--- src/rtl/wrptr_level_pkg.sv ---
// Shared types and pointer helpers for the write-domain read-pointer decoder.
// Also used by the read-domain side of the async FIFO.
package wrptr_level_pkg;

  localparam int ADDRSIZE_DEF    = 4;
  localparam int SYNC_STAGES_DEF = 2;
  localparam int PTR_MAX_W       = 32;

  typedef struct packed {
    logic gray;
    logic ovf;
  } err_t;

  // Prefix-XOR from the MSB down; narrower pointers are zero-extended by the caller.
  function automatic logic [PTR_MAX_W-1:0] gray2bin(input logic [PTR_MAX_W-1:0] g);
    logic [PTR_MAX_W-1:0] b;
    b = g;
    for (int i = 1; i < PTR_MAX_W; i++) begin
      b = b ^ (g >> i);
    end
    return b;
  endfunction

  function automatic int unsigned popcount(input logic [PTR_MAX_W-1:0] v);
    return $countones(v);
  endfunction

endpackage

--- src/rtl/wrptr_level_if.sv ---
// Pointer/status bundle between the write-side FIFO logic and the read-pointer decoder.
interface wrptr_level_if import wrptr_level_pkg::*; #(
  parameter int ADDRSIZE = ADDRSIZE_DEF
) ();

  localparam int PW = ADDRSIZE + 1;

  logic [PW-1:0] rptr;
  logic [PW-1:0] wbin;
  logic [PW-1:0] awfull_thresh;
  logic          err_clr;
  logic [PW-1:0] wq2_rptr;
  logic [PW-1:0] wrbin;
  logic [PW-1:0] wlevel;
  logic          awfull;
  logic          gray_err;
  logic          ovf_err;

  modport master (
    output rptr, wbin, awfull_thresh, err_clr,
    input  wq2_rptr, wrbin, wlevel, awfull, gray_err, ovf_err
  );

  modport slave (
    input  rptr, wbin, awfull_thresh, err_clr,
    output wq2_rptr, wrbin, wlevel, awfull, gray_err, ovf_err
  );

endinterface

--- src/rtl/wrptr_level_ptr_sync.sv ---
// N-stage flop chain for carrying a Gray pointer across clock domains.
// Reused for both the wclk-side rptr and the rclk-side wptr synchronizers.
module ptr_sync #(
  parameter int WIDTH       = 5,
  parameter int SYNC_STAGES = 2
) (
  input  logic             clk,
  input  logic             rst_n,
  input  logic [WIDTH-1:0] d,
  output logic [WIDTH-1:0] q
);

  logic [WIDTH-1:0] stage [SYNC_STAGES];

  always_ff @(posedge clk or negedge rst_n) begin
    if (!rst_n) begin
      // NOTE: this array is a handful of flops, not a RAM, so every entry is reset.
      for (int i = 0; i < SYNC_STAGES; i++) begin
        stage[i] <= '0;
      end
    end else begin
      // NOTE: non-blocking so each stage captures its neighbour's pre-edge value.
      stage[0] <= d;
      for (int i = 1; i < SYNC_STAGES; i++) begin
        stage[i] <= stage[i-1];
      end
    end
  end

  assign q = stage[SYNC_STAGES-1];

endmodule

--- src/rtl/wrptr_level.sv ---
// Write-domain view of the read pointer: synchronize, Gray-decode, compute fill level,
// almost-full and sticky integrity flags, all registered on wclk.
module wrptr_level import wrptr_level_pkg::*; #(
  parameter int ADDRSIZE    = ADDRSIZE_DEF,
  parameter int SYNC_STAGES = SYNC_STAGES_DEF
) (
  input  logic         wclk,
  input  logic         wrst_n,
  wrptr_level_if.slave bus
);

  localparam int            PW       = ADDRSIZE + 1;
  localparam logic [PW-1:0] FULL_LVL = PW'(2 ** ADDRSIZE);

  logic [PW-1:0] wq2;
  logic [PW-1:0] prev_q;
  logic          prev_vld_q;
  logic [PW-1:0] wrbin_q;
  logic [PW-1:0] wlevel_q;
  logic          awfull_q;
  err_t          err_q;

  logic [PW-1:0] bin_nxt;
  logic [PW-1:0] lvl_nxt;
  logic          awfull_nxt;
  err_t          err_nxt;

  ptr_sync #(
    .WIDTH       (PW),
    .SYNC_STAGES (SYNC_STAGES)
  ) u_rptr_sync (
    .clk   (wclk),
    .rst_n (wrst_n),
    .d     (bus.rptr),
    .q     (wq2)
  );

  always_comb begin
    // NOTE: every signal here gets a value on every path, so no latch is inferred.
    bin_nxt    = PW'(gray2bin(32'(wq2)));
    lvl_nxt    = bus.wbin - wrbin_q;
    awfull_nxt = (bus.awfull_thresh != '0) && (lvl_nxt >= bus.awfull_thresh);
    // Set terms are OR-ed after the clear so a coincident new error keeps the flag high.
    err_nxt.gray = (err_q.gray & ~bus.err_clr)
                 | (prev_vld_q && (popcount(32'(wq2 ^ prev_q)) > 1));
    err_nxt.ovf  = (err_q.ovf & ~bus.err_clr) | (lvl_nxt > FULL_LVL);
  end

  always_ff @(posedge wclk or negedge wrst_n) begin
    if (!wrst_n) begin
      prev_q     <= '0;
      prev_vld_q <= 1'b0;
      wrbin_q    <= '0;
      wlevel_q   <= '0;
      awfull_q   <= 1'b0;
      err_q      <= '0;
    end else begin
      prev_q     <= wq2;
      prev_vld_q <= 1'b1;
      wrbin_q    <= bin_nxt;
      wlevel_q   <= lvl_nxt;
      awfull_q   <= awfull_nxt;
      err_q      <= err_nxt;
    end
  end

  assign bus.wq2_rptr = wq2;
  assign bus.wrbin    = wrbin_q;
  assign bus.wlevel   = wlevel_q;
  assign bus.awfull   = awfull_q;
  assign bus.gray_err = err_q.gray;
  assign bus.ovf_err  = err_q.ovf;

endmodule

--- src/flat_wrapper.sv ---
// flat-port wrapper written by rule: the top's interface ports become plain ports
module wrptr_level_flat import wrptr_level_pkg::*;
#(
  parameter int ADDRSIZE    = ADDRSIZE_DEF,
  parameter int SYNC_STAGES = SYNC_STAGES_DEF
)
  (wclk, wrst_n, bus_rptr, bus_wbin, bus_awfull_thresh, bus_err_clr, bus_wq2_rptr, bus_wrbin, bus_wlevel, bus_awfull, bus_gray_err, bus_ovf_err);
  wrptr_level_if #(.ADDRSIZE(ADDRSIZE)) bus_i ();
  input  logic wclk;
  input  logic wrst_n;
  input wire logic [$bits(bus_i.rptr)-1:0] bus_rptr;
  input wire logic [$bits(bus_i.wbin)-1:0] bus_wbin;
  input wire logic [$bits(bus_i.awfull_thresh)-1:0] bus_awfull_thresh;
  input wire logic [$bits(bus_i.err_clr)-1:0] bus_err_clr;
  output wire logic [$bits(bus_i.wq2_rptr)-1:0] bus_wq2_rptr;
  output wire logic [$bits(bus_i.wrbin)-1:0] bus_wrbin;
  output wire logic [$bits(bus_i.wlevel)-1:0] bus_wlevel;
  output wire logic [$bits(bus_i.awfull)-1:0] bus_awfull;
  output wire logic [$bits(bus_i.gray_err)-1:0] bus_gray_err;
  output wire logic [$bits(bus_i.ovf_err)-1:0] bus_ovf_err;
  assign bus_i.rptr = bus_rptr;
  assign bus_i.wbin = bus_wbin;
  assign bus_i.awfull_thresh = bus_awfull_thresh;
  assign bus_i.err_clr = bus_err_clr;
  assign bus_wq2_rptr = bus_i.wq2_rptr;
  assign bus_wrbin = bus_i.wrbin;
  assign bus_wlevel = bus_i.wlevel;
  assign bus_awfull = bus_i.awfull;
  assign bus_gray_err = bus_i.gray_err;
  assign bus_ovf_err = bus_i.ovf_err;
  wrptr_level #(.ADDRSIZE(ADDRSIZE), .SYNC_STAGES(SYNC_STAGES)) u_core (.wclk(wclk), .wrst_n(wrst_n), .bus(bus_i));
endmodule
--- config.mk ---
export PLATFORM = sky130hd
export DESIGN_NAME = wrptr_level_flat
export DESIGN_NICKNAME = d
export VERILOG_FILES = /design/src/rtl/wrptr_level_pkg.sv /design/src/rtl/wrptr_level_if.sv /design/src/rtl/wrptr_level_ptr_sync.sv /design/src/rtl/wrptr_level.sv /design/src/flat_wrapper.sv
export SDC_FILE = /design/constraint.sdc
export NUM_CORES = 1
export LEC_CHECK = 0
export BUFFER_PORTS_ARGS = -buffer_cell sky130_fd_sc_hd__buf_2
export CAP_MARGIN = 20
export CORE_ASPECT_RATIO = 0.9
export CORE_MARGIN = 2
export CORE_UTILIZATION = 35
export CTS_CLUSTER_DIAMETER = 200
export DETAILED_ROUTE_END_ITERATION = 10
export GPL_TIMING_DRIVEN = 0
export PLACE_DENSITY_LB_ADDON = 0.2
export SYNTH_ARGS = -nofsm -noshare
export SYNTH_HDL_FRONTEND = slang
export SYNTH_SLANG_ARGS = --single-unit
--- constraint.sdc ---
create_clock -name wclk -period 2.2 [get_ports wclk]
set_input_delay 0.44 -clock wclk [delete_from_list [all_inputs] [get_ports wclk]]
set_output_delay 0.44 -clock wclk [all_outputs]
set_load 0.01 [all_outputs]
Word level (Yosys, flattened, before mapping) --
Index checks and enable logic that the tools add are counted.
Storage, ports and cells: bits in registers 29, latch bits 0, memory bits (writable) 0, memory bits (read-only) 0, bits of input ports 18, output and inout port bits 18, word-level logic and storage cells 57, memories kept 0
Operators by class: add/subtract/negate cells 32, multipliers 0, div/mod/pow operators 0, $lt $le $gt $ge 3, equal/unequal tests 0, shifts and indexed selects 0, multiplexer cells 0, bitwise gates (word level) 10, reduce and logical (&&, ||, !) cells 3
Operators with widths (number):
- $add 32x32->32 | 15
- $gt 32x1->1 const B | 1
- $add 1x1->2 const AB | 13
- $ge 5x5->1 | 1
- $gt 5x5->1 const B | 1
- $reduce_bool 5->1 | 1
- $sub 5x5->5 | 1
- $xor 5x1->5 | 1
- $xor 5x2->5 | 1
- $xor 5x3->5 | 1
- $xor 5x4->5 | 1
- $xor 5x5->5 | 1
- $add 1x1->2 | 2
- $add 1x1->2 const B | 1
- $and 1x1->1 | 2
- $logic_and 1x1->1 | 2
- $or 1x1->1 | 2
- $not 1->1 | 1

Longest topological paths before layout --
word-level depth 9, depth in mapped cells 10, gate-level depth less buffers 10

By module --
From an unflattened synthesis, not the netlist that was laid out.
Second synthesis, totals: cells, all modules 93, area total of the unflattened synthesis 1224.9 sq um
Modules (own cells, without submodules):
- wrptr_level | instances 1, cells an instance 78, area each 937.1 sq um, seq. area each 450.4 sq um
- ptr_sync | instances 1, cells an instance 15, area each 287.8 sq um, seq. area each 250.2 sq um

Worst setup path before layout --
Ideal clock, no wire load.
kind register to register, from reg u_core.u_rptr_sync.stage (netlist bit u_core.u_rptr_sync.q[1]), to reg u_core.err_q (netlist bit u_core.bus.gray_err), setup time 0.129 ns, data arrival time 2.119 ns, required time 2.071 ns, path slack -0.048 ns, cell stages (with the launch flop) 11, path buffers 0, period minus slack after synthesis 2.248 ns, cells stage by stage dfrtp_1 > xor2_1 > ha_1 > ha_1 > ha_1 > inv_1 > fa_1 > a211oi_1 > mux2i_1 > o21ai_0 > o21ai_0
RTL lines:
- start, declared | RTL line wrptr_level_ptr_sync.sv:13 | logic [WIDTH-1:0] stage [SYNC_STAGES];
- start signal, assigned by index | RTL line wrptr_level_ptr_sync.sv:25 | stage[i] <= stage[i-1];
- end signal, assigned | RTL line wrptr_level.sv:63 | err_q <= err_nxt;
- end, declared | RTL line wrptr_level.sv:21 | err_t err_q;

==> results summary <==
Setup repair after global routing could not meet its margin everywhere. After clock tree synthesis, the clock-pin slew on the worst setup and hold paths is approximately 90 ps. The top cell types in the final layout, fill and taps aside, are 35 x buf_2, 27 x dfrtp_1, 16 x inv_1, 13 x ha_1, 9 x buf_4.

The overall die height is about 61 um. The maximum vdd drop came out at approximately 0.44 mV. The area taken by flip-flops and latches came out at around 700 um2. The area growth from synthesis to final layout is 29.03%.

The largest fanout on the critical path came out at 2. The largest net degree at the start of global routing came out at 29. The layout net count came out at around 180. The number of filler cells placed in the layout came out at approximately 320.

The final setup slack of the worst path is -46.33 ps. The floorplan step set the die width to between 60 and 70 um. The leading cell type in the layout, fill and taps excluded is buf_2. The total design power is 1501 uW. The number of cells in the design after placement came out at about 180.

The number of antenna violations at the first check in global routing was 0. The signal arrival time at the worst endpoint came out at between 2000 and 2500 ps. The number of iterations in the first detailed-routing pass came out at 3. The quantity of hold-fixing buffers added after cts came out at 0. The wire length of the first global-routing pass came out at ~3.3 mm. The average wire length per cell after detail routing is around 11 um. The combined area of the multi-input logic cells is around 520 um2. The count of state elements after synthesis is 28. The final critical delay including setup and external delays is between 2000 and 2500 ps. The detail-routed via count per cell is between 4 and 5. The number of enable flip-flop cells after synthesis came out at 0. The H-tree depth came out at 1. The count of input and output buffers came out at 35. The post-route clock skew is around 1.9 ps. The clock net sink count came out at 28. The cell area after placement came out at between 1500 and 2000 um2. The via count of the first global-routing pass was 800.

Across the run, the number of max-cap violations was 0. The filler-free cell count of the finished design came out at 185. The insertion delay of the later-clocked pin in the worst-skew pair came out at 270 ps. The violation count after the first detailed-route iteration came out at 33. The required time of the critical path is ~2400 ps. The post-synth design cell area came out at 1280 um2. For this design the top-level I/O count stands at 36. The count of standard-cell rows came out at 20. The share of the clock period used by the worst path after layout came out at 102.1%. The count of buffer and inverter cells on the critical path came out at 1. Timing would allow up to 445.2 MHz. On the critical path, the stage with the largest delay is an instance of dfrtp_1. STA classifies the critical path endpoint as a flop. The die covers roughly 4200 um2. The power per standard cell area is 908.7 nW/um2. The most used flip-flop cell after synthesis is dfrtp_1. The category of cells accounting for the largest share of critical-path delay is adder cells. Counting along the longest clock path gives a buffer depth of 2. The largest incremental delay on the critical path is roughly 410 ps. The number of antenna cells inserted is 0. The number of antenna-violating nets in the routed design is 0. The path class of the tightest hold or removal check is input port to asynchronous set/reset pin. Counting distinct cell types in the post-synthesis netlist gives 24. Of all flip-flops after synthesis, the portion carrying an async set or reset was 100.0%. The wire length reported by the detailed router is between 2 and 2.5 mm. The final weighted congestion in routability-driven placement is around 0.68.

The finished cells cover 1652 um2. The worst slew margin relative to its limit is 60.04%. The checks that failed: negative setup slack. Setup violations remaining at the end of the flow were counted as 1. Once the floorplan was initialized, standard cells occupied approximately 37% of the core. The final-report max-slew violation count is 0. The synthesized area per cell is roughly 13 um2. By startpoint and endpoint, the worst setup path is classified as flop to flop.

For this run, the total global-route usage over all layers was measured as a little over a tenth. The CTS root buffer is clkbuf_8. The signal on the critical path passes through xor2_1 -> ha_1 -> ha_4 -> ha_4 -> inv_1 -> fa_2 -> a211oi_2 -> mux2i_1 -> o21ai_1 -> o21ai_1. The total clock buffers created by CTS is 3. In the synthesized netlist, the number of instances is 99.

The fraction of layout instances using a drive strength above 1 is between 40% and 50%. After legalization and detailed placement, the total HPWL measured ~1.6 mm. The count of endpoints failing hold in the final timing report came to 0.

The run finished, with violations left. For this design the static power due to leakage is between 0.0008 and 0.0009 uW. For this run the aggregate overflow at the end of global routing stands at 0. The register area share after synthesis came out at about 55%. The core region is approximately 3400 um2. The DRC violation count after routing came out at 0.

The startpoint class of the critical path is a flop. The overall via count from detail_route came out at approximately 800. The Yosys step of the flow raised 0 warnings. TritonCTS built the clock tree. The slew at the pin closest to its max-slew limit is roughly 600 ps. The total nets after synthesis is 134.
cells by family (layout without fill, tap and decap cells):
group | Yosys count | in the layout | synth area share, %
AOI/OAI and AO/OA | 12 | 12 | 6.355
xor gates and xnor gates | 13 | 13 | 9.482
adders and majority gates | 17 | 17 | 17.79
buffers and inverters | 22 | 64 | 8.211
DFF | 28 | 28 | 54.74
muxes | 1 | 1 | 0.7820
other | 1 | 1 | 0.2930
and+or+nand+nor | 5 | 5 | 2.347
state kept, by name, summed over array words and instances (netlist names):
register and count:
u_core.bus.awfull 1, u_core.bus.gray_err 1, u_core.bus.ovf_err 1, u_core.bus.wlevel 5, u_core.bus.wrbin 4, u_core.prev_q 5, u_core.prev_vld_q 1, u_core.u_rptr_sync.q 5
u_core.u_rptr_sync.stage 5
through the flow:
stage	TNS, ps	utilization, %	hold WS (ps)	worst slack (ps)
floorplan	-16.17	-	144.4	-16.17
global placement	-302.1	44.34	333.2	-167.8
detailed placement	-381.6	44.34	336.5	-209.7
CTS	-80.62	47.12	183.6	-80.62
global route	-223.8	48.18	202.0	-223.8
finish	-46.33	48.18	160.5	-46.33
layer usage:
layer	global-route usage (%)	wire (um)	part of all wire (%)
met5	0	0	0
met1	12.16	779	39
met3	3.839	132	6.5
met4	1.749	7	0.35
met2	20.03	1097	54
worst paths after layout:
kind	start	endpoint	slack, ps	depth (start not counted)
setup / recovery	u_core.u_rptr_sync.q[0]	u_core.bus.gray_err	-50	10
min in group wclk	bus_rptr[0]	u_core.u_rptr_sync.stage[5]	260	1
max in group asynchronous	wrst_n	u_core.u_rptr_sync.q[1]	1610	1
hold reg to reg	u_core.u_rptr_sync.stage[5]	u_core.u_rptr_sync.q[0]	360	0
setup reg to reg	u_core.u_rptr_sync.q[0]	u_core.bus.gray_err	-50	10
hold / removal	wrst_n	u_core.bus.wlevel[4]	160	1
area by class of cell:
cell class,count,share of cell area [%]
buffer,6,2.727
clock buffer,3,2.500
clock inverter,1,1.818
inverter,16,3.636
multi-input combinational,49,31.52
sequential,28,42.50
tap,44,3.333
timing repair buffer,38,11.97
where the power goes:
group | internal [uW] | leakage [uW] | switching (uW) | total (uW)
Clock | 244 | 0.0000357 | 159 | 403
Sequential | 599 | 0.000326 | 29.5 | 628
Combinational | 228 | 0.000492 | 241 | 469
cell usage after synthesis (2+ instances only):
library cell / count / area share [%]
ha_1: 15 / 15
xnor2_1: 4 / 2.7
buf_4: 6 / 3.5
inv_1: 16 / 4.7
o21ai_0: 2 / 0.78
a21o_1: 2 / 1.2
dfrtp_1: 28 / 55
xor2_1: 8 / 5.5
a21oi_1: 2 / 0.78
fa_1: 2 / 3.1
repair_timing:
action,CTS,global route
pin swaps,2,1
resized for setup,1,5
buffers inserted,3,0
setup endpoints to repair,1,2
(Power assumes the default switching activity.)
